--- config.mk ---
export PLATFORM = sky130hd
export DESIGN_NAME = pipe_ctrl_unit
export DESIGN_NICKNAME = d
export VERILOG_FILES = /design/src/rtl/ctrl_pkg.sv /design/src/rtl/ctrl_decode.sv /design/src/rtl/pipe_ctrl_unit.sv
export SDC_FILE = /design/constraint.sdc
export NUM_CORES = 1
export LEC_CHECK = 0
export BUFFER_PORTS_ARGS = -buffer_cell sky130_fd_sc_hd__buf_2
export CORE_MARGIN = 3
export CORE_UTILIZATION = 49
export DETAILED_ROUTE_END_ITERATION = 10
export HOLD_SLACK_MARGIN = 0.06
export PLACE_DENSITY = 0.85
export SETUP_SLACK_MARGIN = 0.1
export SYNTH_ARGS = -nofsm -noshare
export SYNTH_HDL_FRONTEND = slang
export SYNTH_SLANG_ARGS = --single-unit
--- constraint.sdc ---
create_clock -name clk -period 2 [get_ports clk]
set_clock_uncertainty 0.2 [all_clocks]
set_input_delay 0.1 -clock clk [delete_from_list [all_inputs] [get_ports clk]]
set_output_delay 0.1 -clock clk [all_outputs]
set_load 0.02 [all_outputs]
--- src/rtl/ctrl_pkg.sv ---
// ctrl_pkg: opcodes, selector enums and per-stage control bundles shared by the pipe control unit
package ctrl_pkg;
   localparam logic [6:0] OP_R     = 7'b0110011;
   localparam logic [6:0] OP_I     = 7'b0010011;
   localparam logic [6:0] OP_LW    = 7'b0000011;
   localparam logic [6:0] OP_SW    = 7'b0100011;
   localparam logic [6:0] OP_BR    = 7'b1100011;
   localparam logic [6:0] OP_JAL   = 7'b1101111;
   localparam logic [6:0] OP_JALR  = 7'b1100111;
   localparam logic [6:0] OP_LUI   = 7'b0110111;
   localparam logic [6:0] OP_AUIPC = 7'b0010111;

   localparam logic [1:0] ALU_BRANCH = 2'b01;
   localparam logic [1:0] ALU_FUNCT  = 2'b10;

   typedef enum logic [1:0] {A_RS1 = 2'b00, A_PC = 2'b01, A_ZERO = 2'b10} a_sel_e;
   typedef enum logic [1:0] {WB_ALU = 2'b00, WB_MEM = 2'b01, WB_PC4 = 2'b10} wb_sel_e;

   typedef struct packed {
      logic       alu_src;
      a_sel_e     a_sel;
      logic [1:0] alu_op;
      logic       branch;
      logic       jal;
      logic       jalr;
      logic       mem_read;
      logic       mem_write;
      logic       reg_write;
      wb_sel_e    wb_sel;
   } ctrl_bundle_t;

   // Later stages only carry the fields still consumed downstream.
   typedef struct packed {
      logic    mem_read;
      logic    mem_write;
      logic    reg_write;
      wb_sel_e wb_sel;
   } mem_bundle_t;

   typedef struct packed {
      logic    reg_write;
      wb_sel_e wb_sel;
   } wb_bundle_t;

   localparam ctrl_bundle_t CTRL_BUBBLE = '0;
   localparam mem_bundle_t  MEM_BUBBLE  = '0;
   localparam wb_bundle_t   WB_BUBBLE   = '0;

   function automatic mem_bundle_t to_mem(input ctrl_bundle_t c);
      mem_bundle_t m;
      m.mem_read  = c.mem_read;
      m.mem_write = c.mem_write;
      m.reg_write = c.reg_write;
      m.wb_sel    = c.wb_sel;
      return m;
   endfunction

   function automatic wb_bundle_t to_wb(input mem_bundle_t m);
      wb_bundle_t w;
      w.reg_write = m.reg_write;
      w.wb_sel    = m.wb_sel;
      return w;
   endfunction
endpackage

--- src/rtl/ctrl_decode.sv ---
// ctrl_decode: combinational RV32I main decoder
//   valid, opcode       in   instruction present in ID and its bits [6:0]
//   ctrl                out  control bundle; bubble when invalid or illegal
//   uses_rs1, uses_rs2  out  source registers actually read (for hazard checks)
//   is_illegal          out  valid instruction with an unsupported opcode
module ctrl_decode
   import ctrl_pkg::*;
#(
   parameter bit ENABLE_UPPER = 1'b1
) (
   input  logic         valid,
   input  logic [6:0]   opcode,
   output ctrl_bundle_t ctrl,
   output logic         uses_rs1,
   output logic         uses_rs2,
   output logic         is_illegal
);
   always_comb begin
      ctrl       = CTRL_BUBBLE;
      uses_rs1   = 1'b0;
      uses_rs2   = 1'b0;
      is_illegal = 1'b0;
      if (valid) begin
         case (opcode)
            OP_R: begin
               ctrl.alu_op    = ALU_FUNCT;
               ctrl.reg_write = 1'b1;
               uses_rs1       = 1'b1;
               uses_rs2       = 1'b1;
            end
            OP_I: begin
               ctrl.alu_src   = 1'b1;
               ctrl.alu_op    = ALU_FUNCT;
               ctrl.reg_write = 1'b1;
               uses_rs1       = 1'b1;
            end
            OP_LW: begin
               ctrl.alu_src   = 1'b1;
               ctrl.mem_read  = 1'b1;
               ctrl.reg_write = 1'b1;
               ctrl.wb_sel    = WB_MEM;
               uses_rs1       = 1'b1;
            end
            OP_SW: begin
               ctrl.alu_src   = 1'b1;
               ctrl.mem_write = 1'b1;
               uses_rs1       = 1'b1;
               uses_rs2       = 1'b1;
            end
            OP_BR: begin
               ctrl.branch = 1'b1;
               ctrl.alu_op = ALU_BRANCH;
               uses_rs1    = 1'b1;
               uses_rs2    = 1'b1;
            end
            OP_JAL: begin
               ctrl.jal       = 1'b1;
               ctrl.reg_write = 1'b1;
               ctrl.wb_sel    = WB_PC4;
            end
            OP_JALR: begin
               ctrl.jalr      = 1'b1;
               ctrl.alu_src   = 1'b1;
               ctrl.reg_write = 1'b1;
               ctrl.wb_sel    = WB_PC4;
               uses_rs1       = 1'b1;
            end
            OP_LUI: begin
               if (ENABLE_UPPER) begin
                  ctrl.alu_src   = 1'b1;
                  ctrl.a_sel     = A_ZERO;
                  ctrl.reg_write = 1'b1;
               end else begin
                  is_illegal = 1'b1;
               end
            end
            OP_AUIPC: begin
               if (ENABLE_UPPER) begin
                  ctrl.alu_src   = 1'b1;
                  ctrl.a_sel     = A_PC;
                  ctrl.reg_write = 1'b1;
               end else begin
                  is_illegal = 1'b1;
               end
            end
            default: is_illegal = 1'b1;
         endcase
      end
   end
endmodule

--- src/rtl/pipe_ctrl_unit.sv ---
// pipe_ctrl_unit: ID-stage control unit for the 5-stage RV32I core
//   clk, reset                 in   clock, synchronous active-high reset
//   id_valid, id_opcode        in   instruction in ID and its opcode
//   id_rs1, id_rs2, id_rd      in   register indices from ID
//   flush, hold                in   squash ID (taken branch), global freeze
//   stall                      out  load-use stall of PC and IF/ID
//   ex_*                       out  EX-stage control and destination
//   mem_read/mem_write/mem_rd  out  MEM-stage control and destination
//   wb_reg_write/wb_sel/wb_rd  out  WB-stage control and destination
//   illegal, illegal_opcode    out  sticky illegal flag and first offending opcode
module pipe_ctrl_unit
   import ctrl_pkg::*;
#(
   parameter int REG_ADDR_W    = 5,
   parameter bit ENABLE_UPPER  = 1'b1,
   parameter bit ENABLE_HAZARD = 1'b1
) (
   input  logic                  clk,
   input  logic                  reset,
   input  logic                  id_valid,
   input  logic [6:0]            id_opcode,
   input  logic [REG_ADDR_W-1:0] id_rs1,
   input  logic [REG_ADDR_W-1:0] id_rs2,
   input  logic [REG_ADDR_W-1:0] id_rd,
   input  logic                  flush,
   input  logic                  hold,
   output logic                  stall,
   output logic                  ex_alu_src,
   output logic [1:0]            ex_a_sel,
   output logic [1:0]            ex_alu_op,
   output logic                  ex_branch,
   output logic                  ex_jalr,
   output logic                  ex_jal,
   output logic [REG_ADDR_W-1:0] ex_rd,
   output logic                  mem_read,
   output logic                  mem_write,
   output logic [REG_ADDR_W-1:0] mem_rd,
   output logic                  wb_reg_write,
   output logic [1:0]            wb_sel,
   output logic [REG_ADDR_W-1:0] wb_rd,
   output logic                  illegal,
   output logic [6:0]            illegal_opcode
);
   ctrl_bundle_t          dec_ctrl, ex_d, ex_q;
   mem_bundle_t           mem_d, mem_q;
   wb_bundle_t            wb_d, wb_q;
   logic [REG_ADDR_W-1:0] dec_rd, ex_rd_d, ex_rd_q, mem_rd_d, mem_rd_q, wb_rd_d, wb_rd_q;
   logic                  uses_rs1, uses_rs2, is_illegal, rs_match, kill_id;
   logic                  ill_d, ill_q;
   logic [6:0]            ill_op_d, ill_op_q;

   ctrl_decode #(.ENABLE_UPPER(ENABLE_UPPER)) u_decode (
      .valid      (id_valid),
      .opcode     (id_opcode),
      .ctrl       (dec_ctrl),
      .uses_rs1   (uses_rs1),
      .uses_rs2   (uses_rs2),
      .is_illegal (is_illegal)
   );

   always_comb begin
      // Only writing instructions keep rd, so SW/BR/bubbles all carry rd=0.
      dec_rd   = dec_ctrl.reg_write ? id_rd : '0;
      rs_match = (uses_rs1 && ex_rd_q == id_rs1) || (uses_rs2 && ex_rd_q == id_rs2);
      stall    = ENABLE_HAZARD && !reset && id_valid && ex_q.mem_read && ex_rd_q != '0 && rs_match;
      kill_id  = flush || stall;
      ex_d     = hold ? ex_q : kill_id ? CTRL_BUBBLE : dec_ctrl;
      ex_rd_d  = hold ? ex_rd_q : kill_id ? '0 : dec_rd;
      mem_d    = hold ? mem_q : to_mem(ex_q);
      mem_rd_d = hold ? mem_rd_q : ex_rd_q;
      wb_d     = hold ? wb_q : to_wb(mem_q);
      wb_rd_d  = hold ? wb_rd_q : mem_rd_q;
      // Only an illegal opcode that would actually enter EX is recorded.
      ill_d    = ill_q || (id_valid && is_illegal && !hold && !kill_id);
      ill_op_d = (ill_d && !ill_q) ? id_opcode : ill_op_q;
   end

   always_ff @(posedge clk) begin
      if (reset) begin
         ex_q     <= CTRL_BUBBLE;
         ex_rd_q  <= '0;
         mem_q    <= MEM_BUBBLE;
         mem_rd_q <= '0;
         wb_q     <= WB_BUBBLE;
         wb_rd_q  <= '0;
         ill_q    <= 1'b0;
         ill_op_q <= '0;
      end else begin
         ex_q     <= ex_d;
         ex_rd_q  <= ex_rd_d;
         mem_q    <= mem_d;
         mem_rd_q <= mem_rd_d;
         wb_q     <= wb_d;
         wb_rd_q  <= wb_rd_d;
         ill_q    <= ill_d;
         ill_op_q <= ill_op_d;
      end
   end

   assign ex_alu_src     = ex_q.alu_src;
   assign ex_a_sel       = ex_q.a_sel;
   assign ex_alu_op      = ex_q.alu_op;
   assign ex_branch      = ex_q.branch;
   assign ex_jalr        = ex_q.jalr;
   assign ex_jal         = ex_q.jal;
   assign ex_rd          = ex_rd_q;
   assign mem_read       = mem_q.mem_read;
   assign mem_write      = mem_q.mem_write;
   assign mem_rd         = mem_rd_q;
   assign wb_reg_write   = wb_q.reg_write;
   assign wb_sel         = wb_q.wb_sel;
   assign wb_rd          = wb_rd_q;
   assign illegal        = ill_q;
   assign illegal_opcode = ill_op_q;
endmodule

---- Word level (Yosys, flattened, before mapping) ----
Index checks and enable logic that the tools add are counted.
operators by class
  add/sub/neg operators ................... 0
  multiply operators ...................... 0
  div/mod/pow operators ................... 0
  order comparisons ....................... 0
  equal/unequal tests ..................... 11
  shift-type cells ........................ 0
  muxes and demuxes ....................... 20
  bitwise operators ....................... 0
  reduce and logical (&&, ||, !) cells .... 25
operators by type and width
  kind                                                  number
  2-to-1 mux 13 bit                                     2
  equality test 7 x 6 -> 1 bit (second input constant)  3
  equality test 7 bit (second input constant)           3
  equality test 7 x 5 -> 1 bit (second input constant)  2
  2-to-1 mux 1 bit                                      13
  case mux 2 bit (2 select lines)                       3
  OR reduction 6 bit                                    2
  equality test 5 bit                                   2
  logical AND 1 bit                                     10
  2-to-1 mux 5 bit                                      2
  OR reduction 9 bit                                    1
  equality test 7 x 2 -> 1 bit (second input constant)  1
  OR reduction 7 bit                                    1
  nonzero test 5 bit                                    1
  zero test 1 bit                                       4
  OR reduction 2 bit                                    2
  logical OR 1 bit                                      3
  OR reduction 3 bit                                    1
storage, ports and cells
  bits in registers ....................... 44
  bits in latches ......................... 0
  memory bits (writable) .................. 0
  bits in read-only memories .............. 0
  word-level logic and storage cells ...... 77
  memories kept ........................... 0

---- Depth between registers and ports, before layout ----
Gate-level depths: netlist of the first run.
  depth in word-level cells ............... 12
  mapped depth ............................ 7

---- Modules after synthesis ----
Synthesis of the first run repeated with hierarchy kept, for this count alone.
unflattened totals
  cell total of the unflattened synthesis .. 238
  area total of the unflattened synthesis .. 2078.2 µm²
by module, submodules not included
  module          instances  cells an instance  area an instance (µm²)
  pipe_ctrl_unit  1          199                1835.5
  ctrl_decode     1          39                 242.7

---- Least setup slack after synthesis of the first run ----
OpenSTA, ideal clock, no wires.
  path type ............................... reg2reg
  start ................................... reg ex_rd_q[1], in the netlist ex_rd[1]
  end ..................................... reg ex_q[0] in the netlist's numbering
  library setup time ...................... 0.097 ns
  arrival ................................. 1.603 ns
  setup slack ............................. 0.101 ns
  cell stages (with the launch flop) ...... 6
  buffers on the path ..................... 0
  period minus slack after synthesis ...... 1.899 ns
  cells stage by stage .................... dfxtp_1 -> or4_1 -> o211a_1 -> nand2_2 -> inv_4 -> o41ai_4
on the way
  longest elaborated chain between the ends .. 6
  elaborated cells between the ends (all ways) .. 10
  those cells by class .................... eq/ne (2); mux (1); reduce/logical (7)
ends and longest elaborated chain
  what                    RTL line              text
  from (decl)             pipe_ctrl_unit.sv:47  logic [REG_ADDR_W-1:0] dec_rd, ex_rd_d, ex_rd_q, mem_rd_d, mem_rd_q, wb_rd_d, wb_rd_q;
  from (signal assigned)  pipe_ctrl_unit.sv:90  ex_rd_q <= ex_rd_d;
  equality test 5 bit     pipe_ctrl_unit.sv:64  rs_match = (uses_rs1 && ex_rd_q == id_rs1) || (uses_rs2 && ex_rd_q == id_rs2);
  logical AND 1 bit       pipe_ctrl_unit.sv:64
  logical OR 1 bit        pipe_ctrl_unit.sv:64
  logical AND 1 bit (*)   pipe_ctrl_unit.sv:65  stall = ENABLE_HAZARD && !reset && id_valid && ex_q.mem_read && ex_rd_q != '0 && rs_match;
  named net stall         pipe_ctrl_unit.sv:27  output logic stall,
  logical OR 1 bit (*)    pipe_ctrl_unit.sv:66  kill_id = flush || stall;
  2-to-1 mux 13 bit (*)   pipe_ctrl_unit.sv:67  ex_d = hold ? ex_q : kill_id ? CTRL_BUBBLE : dec_ctrl;
  to (signal assigned)    pipe_ctrl_unit.sv:80  ex_q <= CTRL_BUBBLE;
  to (signal assigned)    pipe_ctrl_unit.sv:89  ex_q <= ex_d;
  to (decl)               pipe_ctrl_unit.sv:44  ctrl_bundle_t dec_ctrl, ex_d, ex_q;
The timed path passes the listed nets; every way through them passes the cells marked *.
A chain may end at the register's enable or synchronous reset.

---- Worst setup path in the final report of the first run ----
  start ................................... reg ex_rd_q[2], in the netlist ex_rd[2]
  end ..................................... out stall
on the way
  longest elaborated chain between the ends .. 4
  elaborated cells between the ends (all ways) .. 8
  those cells by class .................... eq/ne (2); reduce/logical (6)
ends and longest elaborated chain
  what                   RTL line
  equality test 5 bit    pipe_ctrl_unit.sv:64
  logical AND 1 bit      pipe_ctrl_unit.sv:64
  logical OR 1 bit       pipe_ctrl_unit.sv:64
  logical AND 1 bit (*)  pipe_ctrl_unit.sv:65
  to (decl)              pipe_ctrl_unit.sv:27
Mark *: on every way between the ends. The rest lies on a longest branch, timed or not.

==> impl_metrics.tcl, run 1 <==
set metrics [dict create \
    status "finished, final reports clean" \
    synth.mux.area_fraction_pct 13.28 \
    h-tree-depth 2 \
    drc 0 \
    required_ns 1.70 \
    die_width_um 66.77 \
    cp-start-kind "register" \
    crit_buf_inv 2 \
    clk_latency_ns 0.30 \
    wl_per_cell_um 14.13 \
    synth_area_leader_cell "dfxtp_1" \
    drive_above_1_share_pct 35.38 \
    synth_top_family_by_area "simple AND/OR/NAND/NOR gates" \
    drt-initial-drc-count 97 \
    async_reset_ff_share_pct 0 \
    port_buffers 63 \
    cts_tree "yes" \
    synthesis.nets 216 \
    worstMarginPinSlew_ns 0.3190 \
    initial_core_util_pct 52.56 \
    slew_violations 0 \
    fillers 257 \
    synth_top_area_share_pct 46.47 \
    crit_family "simple AND/OR/NAND/NOR gates" \
    areaGrowthSynthToFinish_pct 41.15 \
    critical_path.max_fanout 3 \
    power_density_nw_per_um2 621.7 \
    period_minus_slack_ns 1.968 \
    synth_flop_cell "dfxtp_1" \
    grt_overflow_total 0 \
    max_stage_delay_ns 0.50 \
    fmax_ghz 0.5081 \
    grt_first_pass_wirelength_mm 7.003 \
    drv_cap 0 \
    wirelength_mm 4.564 \
    rsz0062_at_grt "yes" \
    path_clk_slew_ns 0.08 \
    tns_ns 0 \
    synth_edf_count 0 \
    holdWs_ns 0.07710 \
    fin_nets 303 \
    yosys.area_share.simple_pct 16.25 \
    antenna_found_initial 0 \
    cts_sinks 42 \
    critical_path_arrival_ns 1.67 \
    synth.area.top_cells "dfxtp_1, mux2i_1, nor2_1" \
    maxSlewHeadroom_pct 78.73 \
    synth_warnings 0 \
    clk_path_buf_depth 2 \
    worstPathCellList "or4_1 -> o211a_1 -> nand2_2 -> inv_4 -> buf_6" \
    synthCells 189 \
    p_leak_uw 0.001217 \
    hpwl_mm 2.907 \
    postSynthAreaPerCell_sq_um 9.573 \
    total_power_uw 1588 \
    ys_ff_latch 42 \
    synth-seq-area-share_pct 46.47 \
    setup.worst_path.end_class "output port" \
    holdCritPathClass "input port to register" \
    mappedNetlistArea_sq_um 1809 \
    synth-compound-area-share_pct 13.97 \
    n_antenna_cell 0 \
    yosysMostFrequentCell "dfxtp_1" \
    dieArea_sq_um 4458 \
    grt_max_degree 27 \
    fin_util_pct 74.19 \
    peakVddDrop_uv 576.0 \
    vias 1639 \
    synth_top_cells_by_count "dfxtp_1, nor2_1, mux2i_1" \
    synth_xor_area_share_pct 4.841 \
    ys_types 36 \
    gp_congestion 0.8909 \
    drt-vias-per-instance 5.074 \
    synthAdderAreaFrac_pct 0 \
    grt_pass1_vias 1463 \
    rows 21 \
    crit_type "register to output port" \
    hold_viol_final 0 \
    gr-usage-all-layers_pct 20.96 \
    pin_count 64 \
    die-height_um 66.77 \
    ant_nets 0 \
    cts_root_buffer "clkbuf_8" \
    fin_crit_sh_pct 98.41 \
    drt_first_pass_iters 4 \
    core_area_sq_um 3442 \
    finalSetupViolations 0 \
    cts_made_buffers 5 \
    slowest_stage "or4_1" \
]
==> flip-flops by register name, indices dropped and copies added, names as in the netlist <==
register,cells
ex_jalr,1
wb_rd,5
mem_read,1
mem_write,1
ex_branch,1
ex_jal,1
mem_q,2
ex_rd,5
wb_reg_write,1
illegal,1
ex_q,4
ex_a_sel,2
illegal_opcode,7
ex_alu_src,1
wb_sel,2
ex_alu_op,2
mem_rd,5
==> metal layers <==
metal  GRT usage [%]  vias up  share of wire [%]
li1                -      819                  -
met3           5.565        7                5.2
met4           8.883        0                1.4
met1           27.39      766                 43
met5               0        -                  0
met2           32.43       47                 51
==> kinds of logic after synthesis <==
family                 count (synthesis)
buffers and inverters                 18
flip-flops                            42
AO/OA/AOI/OAI                         30
XOR/XNOR                              10
multiplexers                          24
AND/OR/NAND/NOR                       65
==> report_power, final <==
part	internal (uW)	switching (uW)
sequential	841	4.11
clock	277	289
combinational	84.2	92.7
==> final cells by class <==
cell class                 instances  area (sq um)  share of cell area (%)
sequential                        42         847.1                   33.17
timing repair buffer              95         613.1                   24.01
clock buffer                       6         82.58                   3.234
clock inverter                     2         12.51                  0.4900
tap                               46         57.56                   2.254
multi-input combinational        129         927.1                   36.31
inverter                           3         13.76                  0.5390
==> path summary, 6_finish.rpt <==
| check | end | slack [ns] | from | depth (start not counted) |
|---|---|---|---|---|
| max | stall | 0.03 | ex_rd[2] | 5 |
| min | illegal | 0.08 | id_valid | 5 |
| max reg2reg | ex_jalr | 0.09 | ex_rd[2] | 6 |
| min reg2reg | ex_branch | 0.25 | ex_branch | 2 |
==> worst register-to-register path: stages, from the launching register on <==
cell	delay (ns)
dfxtp_4	0.35
or4_1	0.50
o211a_1	0.25
nand2_2	0.10
inv_4	0.05
buf_6	0.14
o31ai_4	0.24
==> cell usage in the layout, fill, tap and decap left out, drive strengths merged, types with 2 or more instances in the layout <==
cell type / instances
nand3: 2
a22o: 7
dlygate4sd3: 19
buf: 76
dfxtp: 42
xnor2: 10
nand4: 3
nor2: 31
o21ai: 8
inv: 3
a211oi: 2
nor2b: 3
o31ai: 4
nand2: 18
mux2i: 24
clkbuf: 6
a21oi: 4
==> what timing repair did <==
item,in CTS,in global routing
pin swaps,2,10
setup buffers,4,1
setup endpoints to repair,1,14
hold endpoints to repair,18,0
resized for setup,5,10
hold buffers,19,0
==> stage by stage <==
stage / setup slack [ns] / cells / area (sq um)
final: 0.03185 / 323 / 2554
after global routing: -0.02745 / 323 / 2554
after CTS: 0.01028 / 322 / 2489
after detailed placement: 0.1554 / 291 / 2162
after global placement: 0.1833 / 291 / 2162
after floorplan: 0.1006 / 189 / 1809
Power figures use the tool's default switching activity.
==> inputs of run 2 (changes only) <==
- CORE_ASPECT_RATIO: not set -> 0.6
- CORE_UTILIZATION: 49 -> 50
- CTS_BUF_LIST: not set -> sky130_fd_sc_hd__clkbuf_4 sky130_fd_sc_hd__clkbuf_8
- PLACE_DENSITY: 0.85 -> 0.86
==> impl_metrics.tcl, run 2 (synthesized netlist as in run 1, its figures left out) <==
set metrics [dict create \
    status "finished, final reports clean" \
    grt_pass1_vias 1508 \
    pin_count 64 \
    drt-initial-drc-count 118 \
    fin_crit_sh_pct 98.37 \
    reg2regPathDepth 6 \
    die-height_um 52.60 \
    grt_first_pass_wirelength_mm 7.624 \
    vias 1643 \
    dp_cells 287 \
    wl_per_cell_um 15.16 \
    fmax_ghz 0.5083 \
    critical_path_arrival_ns 1.67 \
    h-tree-depth 2 \
    final_cell_area_sq_um 2502 \
    cts_root_buffer "clkbuf_8" \
    gp_congestion 0.8293 \
    clk_latency_ns 0.29 \
    worstMarginPinSlew_ns 0.3729 \
    peakVddDrop_uv 462.9 \
    fillers 244 \
    path_clk_slew_ns 0.07 \
    drive_above_1_share_pct 34.43 \
    r2r-start "ex_rd[2]" \
    mostFrequentLayoutCells "buf_2, dfxtp_1, nor2_1" \
    grt_overflow_total 0 \
    dieArea_sq_um 4400 \
    drv_cap 0 \
    fin_util_pct 74.40 \
    fin_nets 299 \
    stdcell_count 318 \
    die_width_um 83.66 \
    rows 16 \
    cts_sinks 42 \
    holdPathStages 5 \
    required_ns 1.70 \
    layout_commonest_cell "buf_2" \
    n_antenna_cell 0 \
    largest_reg_flops 7 \
    wirelength_mm 4.822 \
    power_density_nw_per_um2 635.3 \
    finalSetupViolations 0 \
    postPlaceCellArea_sq_um 2138 \
    reg2reg_slack_ns 0.06 \
    critical_path.max_fanout 3 \
    maxSlewHeadroom_pct 74.95 \
    core_area_sq_um 3363 \
    crit_start "ex_rd[2]" \
    holdCritPathClass "input port to register" \
    rr_endpoint "ex_q[0]" \
    hold_path_startpoint "id_valid" \
    ant_nets 0 \
    holdPathEnd "illegal" \
    slew_violations 0 \
    drt_first_pass_iters 4 \
    antenna_found_initial 0 \
    hold_viol_final 0 \
    cts_made_buffers 5 \
    p_leak_uw 0.001201 \
    port_buffers 63 \
    drc 0 \
    grt_max_degree 27 \
    period_minus_slack_ns 1.967 \
    gr-usage-all-layers_pct 22.71 \
    hpwl_mm 3.220 \
    areaGrowthSynthToFinish_pct 38.31 \
    rsz0062_at_grt "yes" \
    setup.worst_path.end_class "output port" \
    clk_path_buf_depth 2 \
    cts_tree "yes" \
    initial_core_util_pct 53.79 \
    drt-vias-per-instance 5.167 \
    crit_type "register to output port" \
    cp-start-kind "register" \
]
[run 2: how the worst max path moves through the flow]
stage | cells past startpoint | slack (ns) | to
floorplan | 5 | 0.10 | ex_q[0]
global placement | 4 | 0.19 | ex_rd[1]
detailed placement | 4 | 0.14 | ex_rd[1]
CTS | 5 | 0.04 | stall
global route | 7 | -0.02 | stall
finish | 5 | 0.03 | stall
[run 2: worst max-delay path, cell delays in order (launching register included)]
cell	delay [ns]
dfxtp_2	0.34
or4_1	0.50
o211a_1	0.25
nand2_2	0.11
inv_4	0.05
buf_6	0.12
[run 2: what timing repair did]
item	4_1_cts	5_1_grt
endpoints found under the hold margin	19	0
endpoints found under the setup margin	1	20
hold buffers	17	0
buffers inserted	4	2
pin swaps	2	10
resized for setup	6	4
[run 2: stage by stage]
step / setup WS [ns] / hold WS (ns) / power, uW / setup TNS, ns
floorplan: 0.1006 / 0.02569 / 955.4 / 0
global placement: 0.1932 / 0.1124 / 1003 / 0
detailed placement: 0.1450 / 0.1115 / 1006 / 0
CTS: 0.03527 / 0.06293 / 1586 / 0
global route: -0.02354 / 0.1050 / 1648 / -0.02354
finish: 0.03252 / 0.07034 / 1590 / 0
[run 2: report_power, final]
part           switching (uW)  total [uW]  internal (uW)
logic                    93.0         175           81.5
clock network             277         569            292
registers                4.22         846            842
[run 2: cell type report]
type,instances,area (sq um),share of cell area [%]
repair buffers,91,589.3,23.55
inverters,3,13.76,0.5500
clock buffers,7,90.09,3.600
multi-input cells,129,904.6,36.15
clock inverters,1,5.005,0.2000
well taps,45,56.30,2.250
flip-flops and latches,42,843.3,33.70
[run 2: metal layers]
metal  wire (um)  vias up  global-route usage (%)
li1            -      806                       -
met1        2156      760                   28.79
met2        2169       69                   37.07
met3         426        8                   8.006
met4          70        0                   6.417
met5           0        -                       0
==> inputs of run 3 (changes only) <==
- clock period: 2 -> 2.1 ns (I/O delays scaled with it)
==> impl_metrics.tcl, run 3 (synthesized netlist as in run 1, its figures left out) <==
set metrics [dict create \
    fillers 222 \
    areaGrowthSynthToFinish_pct 40.18 \
    grt_max_degree 27 \
    rows 16 \
    max_stage_delay_ns 0.54 \
    drc 0 \
    vias 1706 \
    cts_root_buffer "clkbuf_8" \
    dpl_worst_slack_ns 0.2120 \
    gr-usage-all-layers_pct 22.85 \
    path_clk_slew_ns 0.08 \
    holdCritPathClass "input port to register" \
    hpwl_mm 3.128 \
    clk_path_buf_depth 2 \
    layout_commonest_cell "buf_2" \
    fin_nets 300 \
    slowest_stage "or4_4" \
    crit_type "register to output port" \
    fin_crit_sh_pct 98.48 \
    port_buffers 63 \
    mostFrequentLayoutCells "buf_2, dfxtp_1, nor2_1" \
    required_ns 1.79 \
    tns_ns 0 \
    worstPathCellList "or4_4 -> o211a_1 -> nand2_2 -> inv_4 -> buf_6" \
    total_power_uw 1630 \
    cp-start-kind "register" \
    postPlaceCellArea_sq_um 2123 \
    drt-initial-drc-count 133 \
    crit_family "simple AND/OR/NAND/NOR gates" \
    n_antenna_cell 0 \
    pin_count 64 \
    grt_pass1_vias 1537 \
    antenna_found_initial 0 \
    setup.worst_path.end_class "output port" \
    fmax_ghz 0.4835 \
    rsz0062_at_grt "yes" \
    die_width_um 83.66 \
    ant_nets 0 \
    drive_above_1_share_pct 36.13 \
    drt_first_pass_iters 4 \
    clk_latency_ns 0.30 \
    die-height_um 52.60 \
    initial_core_util_pct 53.79 \
    p_leak_uw 0.001207 \
    wirelength_mm 5.157 \
    gp_congestion 0.8144 \
    core_area_sq_um 3363 \
    power_density_nw_per_um2 642.7 \
    dieArea_sq_um 4400 \
    cts_tree "yes" \
    cts_made_buffers 5 \
    final_cell_area_sq_um 2536 \
    critical_path.max_fanout 3 \
    holdWs_ns 0.08145 \
    grt_first_pass_wirelength_mm 7.665 \
    cts_sinks 42 \
    period_minus_slack_ns 2.068 \
    finalWorstSetupSlack_ns 0.03186 \
    status "finished, final reports clean" \
    largest_reg_flops 7 \
    grt_overflow_total 0 \
    drt-vias-per-instance 5.348 \
    maxSlewHeadroom_pct 75.98 \
    worstMarginPinSlew_ns 0.3575 \
    drv_cap 0 \
    h-tree-depth 2 \
    crit_buf_inv 2 \
    finalSetupViolations 0 \
    hold_viol_final 0 \
    slew_violations 0 \
    critical_path_arrival_ns 1.76 \
    peakVddDrop_uv 560.1 \
    wl_per_cell_um 16.17 \
]
-- run 3: area by class of cell --
cell class	instances	area, sq um	area share (%)
Multi-Input combinational cell	129	905.9	35.72
Sequential cell	42	854.6	33.70
Timing Repair Buffer	92	591.8	23.34
Clock buffer	7	83.83	3.305
Tap cell	45	56.30	2.220
Clock inverter	1	30.03	1.184
Inverter	3	13.76	0.5427
-- run 3: path summary, 6_finish.rpt --
check	start	to	slack, ns	depth (start not counted)
max	ex_rd[4]	stall	0.03	5
min	id_opcode[2]	ex_alu_src	0.08	4
max reg2reg	ex_rd[4]	ex_q[0]	0.05	6
min reg2reg	ex_alu_src	ex_alu_src	0.25	2
-- run 3: stage by stage --
step           cells  utilization [%]
5_1_grt          319            75.41
3_5_place_dp     285            63.13
4_1_cts          316            73.33
2_1_floorplan    189                -
6_report         319            75.41
3_3_place_gp     285            63.13
-- run 3: timing repair --
action                                  4_1_cts  5_1_grt
pin swaps                                     2        1
setup buffers                                 7        3
resized for setup                             8        7
endpoints found under the setup margin        1       17
hold buffers                                 16        0
hold endpoints to repair                     20        0
-- run 3: worst reg2reg max path, cell delays in order (launching register included) --
cell     delay, ns
dfxtp_4       0.36
or4_4         0.54
o211a_1       0.28
nand2_2       0.12
inv_4         0.05
buf_4         0.16
o41ai_4       0.26
-- run 3: power breakdown --
part	switching [uW]	internal (uW)	leakage [uW]
combinational	92.3	78.1	0.000806
sequential	4.03	798	0.000342
clock	276	382	0.0000593
-- run 3: per-layer routing --
layer,global-route usage (%),wire [um],vias to the layer above
met5,0,0,-
met3,7.064,476,10
met2,33.25,2273,81
met1,31.35,2326,803
met4,9.626,81,0
li1,-,-,812
